<file path="src/rtl/demux8_rr_dispatcher.sv">
// Credit-based round-robin dispatcher: one producer stream steered to eight lanes,
// one registered lane strobe per accepted word, per-lane credits guard against overrun.
module demux8_rr_dispatcher #(
  parameter int DW      = 8,
  parameter int CREDITS = 4,
  parameter int CW      = 4
) (
  input  logic          clk,
  input  logic          rst,
  input  logic          in_valid,
  input  logic [DW-1:0] in_data,
  output logic          in_ready,
  input  logic [7:0]    lane_en,
  input  logic [7:0]    credit_ret,
  output logic [7:0]    out_valid,
  output logic [DW-1:0] out_data,
  output logic [2:0]    out_sel,
  output logic          credit_err
);

  localparam logic [CW-1:0] CRED_MAX = CW'(CREDITS);

  logic [CW-1:0] credit [8];
  logic [2:0]    ptr;
  logic [7:0]    eligible;
  logic [2:0]    grant;
  logic          accept;
  logic [7:0]    dec;
  logic [7:0]    overflow;

  always_comb begin
    eligible = '0;
    for (int k = 0; k < 8; k++) begin
      eligible[k] = lane_en[k] && (credit[k] != '0);
    end
  end

  assign in_ready = |eligible;
  assign accept   = in_valid && in_ready;

  // Scan from ptr+7 down to ptr so the last hit is the first eligible lane after ptr.
  always_comb begin
    logic [2:0] idx;
    idx   = '0;
    grant = ptr;
    for (int i = 7; i >= 0; i--) begin
      idx = ptr + 3'(i);
      if (eligible[idx]) begin
        grant = idx;
      end
    end
  end

  always_comb begin
    dec      = '0;
    overflow = '0;
    for (int k = 0; k < 8; k++) begin
      dec[k]      = accept && (grant == 3'(k));
      overflow[k] = credit_ret[k] && !dec[k] && (credit[k] == CRED_MAX);
    end
  end

  always_ff @(posedge clk) begin
    if (rst) begin
      ptr       <= '0;
      out_valid <= '0;
      out_data  <= '0;
      out_sel   <= '0;
    end else begin
      out_valid <= '0;
      if (accept) begin
        out_valid <= 8'b1 << grant;
        out_data  <= in_data;
        out_sel   <= grant;
        ptr       <= grant + 3'd1;
      end
    end
  end

  // A simultaneous return and dispatch on one lane cancel; a return at full credit saturates.
  always_ff @(posedge clk) begin
    if (rst) begin
      for (int k = 0; k < 8; k++) begin
        credit[k] <= CRED_MAX;
      end
      credit_err <= 1'b0;
    end else begin
      for (int k = 0; k < 8; k++) begin
        if (dec[k] && !credit_ret[k]) begin
          credit[k] <= credit[k] - 1'b1;
        end else if (credit_ret[k] && !dec[k] && !overflow[k]) begin
          credit[k] <= credit[k] + 1'b1;
        end
      end
      if (|overflow) begin
        credit_err <= 1'b1;
      end
    end
  end

endmodule
</file>
<file path="config.mk">
export PLATFORM = sky130hd
export DESIGN_NAME = demux8_rr_dispatcher
export DESIGN_NICKNAME = d
export VERILOG_FILES = /design/src/rtl/demux8_rr_dispatcher.sv
export SDC_FILE = /design/constraint.sdc
export NUM_CORES = 1
export LEC_CHECK = 0
export ABC_CLOCK_PERIOD_IN_PS = 9500
export BUFFER_PORTS_ARGS = -buffer_cell sky130_fd_sc_hd__buf_4
export CAP_MARGIN = 20
export CORE_AREA = 2 2 122 124
export DETAILED_ROUTE_END_ITERATION = 8
export DIE_AREA = 0 0 124 126
export GPL_TIMING_DRIVEN = 0
export PLACE_DENSITY = 0.51
export SLEW_MARGIN = 5
export SYNTH_ARGS = -nofsm -noshare
export SYNTH_HDL_FRONTEND = slang
export SYNTH_SLANG_ARGS = --single-unit
</file>
<file path="constraint.sdc">
create_clock -name clk -period 9.5 [get_ports clk]
set_clock_uncertainty 0.05 [all_clocks]
set_input_delay 1.9 -clock clk [delete_from_list [all_inputs] [get_ports clk]]
set_output_delay 1.9 -clock clk [all_outputs]
set_load 0.01 [all_outputs]
</file>
==> metrics <==
width of the chip=between 100 and 150 um; maximum clock path buffer count=2; Worst-path clk slew=around 70 ps; detailed-route wire length=around 12000 um; number of buffer cells added on primary ports=47; list of most frequent post-synthesis cells=68 x sky130_fd_sc_hd__nand2_1, 33 x sky130_fd_sc_hd__a21oi_1, 32 x sky130_fd_sc_hd__edfxtp_1; run status=finished, final reports clean; Peak Freq=roughly 0.15 GHz; die height=about 130 um; number of nets produced by synthesis=approximately 510; post-detailed-route wirelength per cell=roughly 18 um; pin count of the biggest net entering global routing=16; CTS tree=yes; detail-routed via count per cell=~5.4; die area=between 0.015 and 0.02 mm2; final std cells w/o fill=695; Total GRT Usage=between 10% and 20%; Synth Area in XOR/XNOR=4.38%; Relative slew margins=46.2%; top post-synthesis cells by area=sky130_fd_sc_hd__edfxtp_1 23%, sky130_fd_sc_hd__dfxtp_1 11%, sky130_fd_sc_hd__ha_1 6.9%; post-route standard cell area excluding fillers=between 0.004 and 0.005 mm2; post-synthesis mux area share=around 4.6%; leakage dissipation=roughly 0.0019 uW; library cell with the largest summed area after synthesis=sky130_fd_sc_hd__edfxtp_1; CTS Hold Bufs=0; maximum level of the CTS H-tree=2; Total Neg Setup Slack=0 ps; Routed Antenna Nets=0; number of synthesized flops with an enable pin=32; minimum setup slack in the final design=2940 ps; Max Slew Vio Count=0; antenna violations before repair=0; data arrival time of the critical path=between 6000 and 7000 ps; fin nets=roughly 570; power per unit of standard cell area=around 370 mW/mm2; type of the worst setup path=in2reg; Max Fanout on Critical Path=6; Antenna Diode Count=0; instance count after placement with tap cells included=between 600 and 700; flip-flop cell with the highest count after synthesis=sky130_fd_sc_hd__edfxtp_1; starting utilization of the core area=between 20% and 30%; yosys warns=0; final setup vio count=0; flip-flop and latch count after synthesis=55; Setup WS pre-CTS=between 2000 and 3000 ps; CTS Root Cell=sky130_fd_sc_hd__clkbuf_16; syn avg cell area=9.20 um2; total internal power=956 uW; Hold/Removal Path Class=reg2reg; share of final-layout standard cells stronger than drive strength 1=15.5%; routability congestion estimate=approximately 0.88; part of the power in combinational logic=64.6%; RSZ-0062 raised after global routing=no; Compound-Gate Fraction of Synth Area=about 22%; DRC violation count after routing=0; first-pass GRT wire length=just under 20000 um; CP Capture Type=register; basic-gate share of the synthesized area counting and, or, nand and nor cells=a little over a fifth; adder and majority cell fraction of the synthesized area=about a tenth; synthesized instance count=~460; Tcrit/Tclk final=69.1%; number of rows created at floorplan=44; Post-CTS Resized=0; proportion of synthesized chip area in sequential cells=about a third; post-synthesis cell type count=73; clock tree sinks=55; cell with the most instances after synthesis=sky130_fd_sc_hd__nand2_1; post-detailed-placement half-perimeter wirelength=9330 um; length of the first detailed-routing pass in iterations=5; share of the synthesized area in the top cell type=a little under a quarter; CP startpoint kind=input pin; net switching power figure=~870 uW; switching portion of total power=between 40% and 50%; leftover overflow at the end of global routing=0; Setup Buffers After CTS=0; Area growth syn-to-layout=17.2%; part of the total power dissipated in sequential elements=25.5%; peak supply drop=0.0000882 V; number of design-rule violations left by the first detailed-router iteration=244; total CTS buffers=5; Clk network pwr share=between 9 and 10%; Final Hold Vio Count=0; top-level I/O count=48; clk_lat worst skew=about 300 ps; crit path time final=between 6000 and 7000 ps; Slew @ Worst Pin=approximately 790 ps; combinational family with the most area after synthesis=compound AO/OA/AOI/OAI gates; synthesized area=0.00420 mm2; placeable core region=0.0143 mm2; Total Power=1820 uW; via count of the first global-routing pass=approximately 3600; number of max-cap violations=0; CP Data Required Time=about 9600 ps; async set or reset register ratio after synthesis=0%; via count=about 3800; placed inst area=around 0.0048 mm2
[worst max-delay path, cell delays in order]
cell and delay (ps):
sky130_fd_sc_hd__buf_4 120, sky130_fd_sc_hd__o41a_1 170, sky130_fd_sc_hd__a2bb2o_1 320, sky130_fd_sc_hd__o21ai_0 450
sky130_fd_sc_hd__nand2_1 230, sky130_fd_sc_hd__nor3b_1 300, sky130_fd_sc_hd__a21oi_1 150, sky130_fd_sc_hd__xnor2_1 410
sky130_fd_sc_hd__inv_1 120, sky130_fd_sc_hd__ha_1 300, sky130_fd_sc_hd__a31oi_1 290, sky130_fd_sc_hd__nand2_1 170
sky130_fd_sc_hd__ha_1 330, sky130_fd_sc_hd__a21o_1 170, sky130_fd_sc_hd__a21oi_1 160, sky130_fd_sc_hd__xor2_1 220
sky130_fd_sc_hd__or4b_2 600, sky130_fd_sc_hd__a21oi_1 220
[flip-flops by register name, indices dropped and copies added, names as in the netlist]
signal	flops
credit_err	1
ptr	3
credit	32
out_data	8
out_sel	3
out_valid	8
[logic make-up (layout without fill, tap and decap cells)]
group	Yosys count	in the layout
simple gates	178	178
compound gates	123	123
flops	55	55
buf+inv	35	90
fa+ha+maj	30	30
xor+xnor	21	21
mux	14	14
[metal layers]
layer | global-route usage [%] | vias to the layer above | routed length (um)
met5 | 0 | - | 0
met3 | 2.13 | 17 | 455
met1 | 23.0 | 1836 | 5810
met2 | 25.1 | 82 | 5790
li1 | - | 1833 | -
met4 | 4.82 | 0 | 207
[final cells by class]
class	instances	area, um2
clock inverter	1	5.00
clock buffer	7	133
fill	1506	9400
sequential	55	1420
tap	184	230
buffer	24	111
inverter	11	41.3
multi-input combinational	366	2620
timing repair buffer	47	353
[per-stage QoR]
stage	utilization, %	hold WS [ps]
global placement	33.4	394
detailed placement	33.4	402
finish	34.4	408
global route	34.4	426
CTS	34.4	412
floorplan	-	431
[power groups by stage]
stage | registers (uW) | clock network [uW] | logic [uW]
2_1_floorplan | 450 | 0 | 868
3_3_place_gp | 465 | 0 | 1150
3_5_place_dp | 469 | 0 | 1160
4_1_cts | 464 | 185 | 1170
5_1_grt | 481 | 194 | 1310
6_report | 464 | 180 | 1180
[cell usage in the layout, fill, tap and decap left out, drive strengths merged, types with 8 or more instances in the layout]
cell type / synthesis / layout
nor2: 23 / 23
xnor2: 15 / 15
ha: 23 / 23
o21ai: 11 / 11
nor3: 14 / 14
edfxtp: 32 / 32
nand3: 17 / 17
inv: 11 / 11
buf: 8 / 55
nand2: 68 / 68
or3: 8 / 8
dfxtp: 23 / 23
a21oi: 34 / 34
a21o: 8 / 8
clkbuf: 16 / 23
[path summary, 6_finish.rpt]
check | start | to | slack (ps) | cells after the start
setup / recovery | lane_en[6] | credit[0][7] | 2940 | 18
hold / removal | out_data[3] | out_data[3] | 410 | 2
setup reg to reg | credit[1][4] | credit[0][7] | 3320 | 20
hold reg to reg | out_data[3] | out_data[3] | 410 | 2
(Power assumes the default switching activity.)
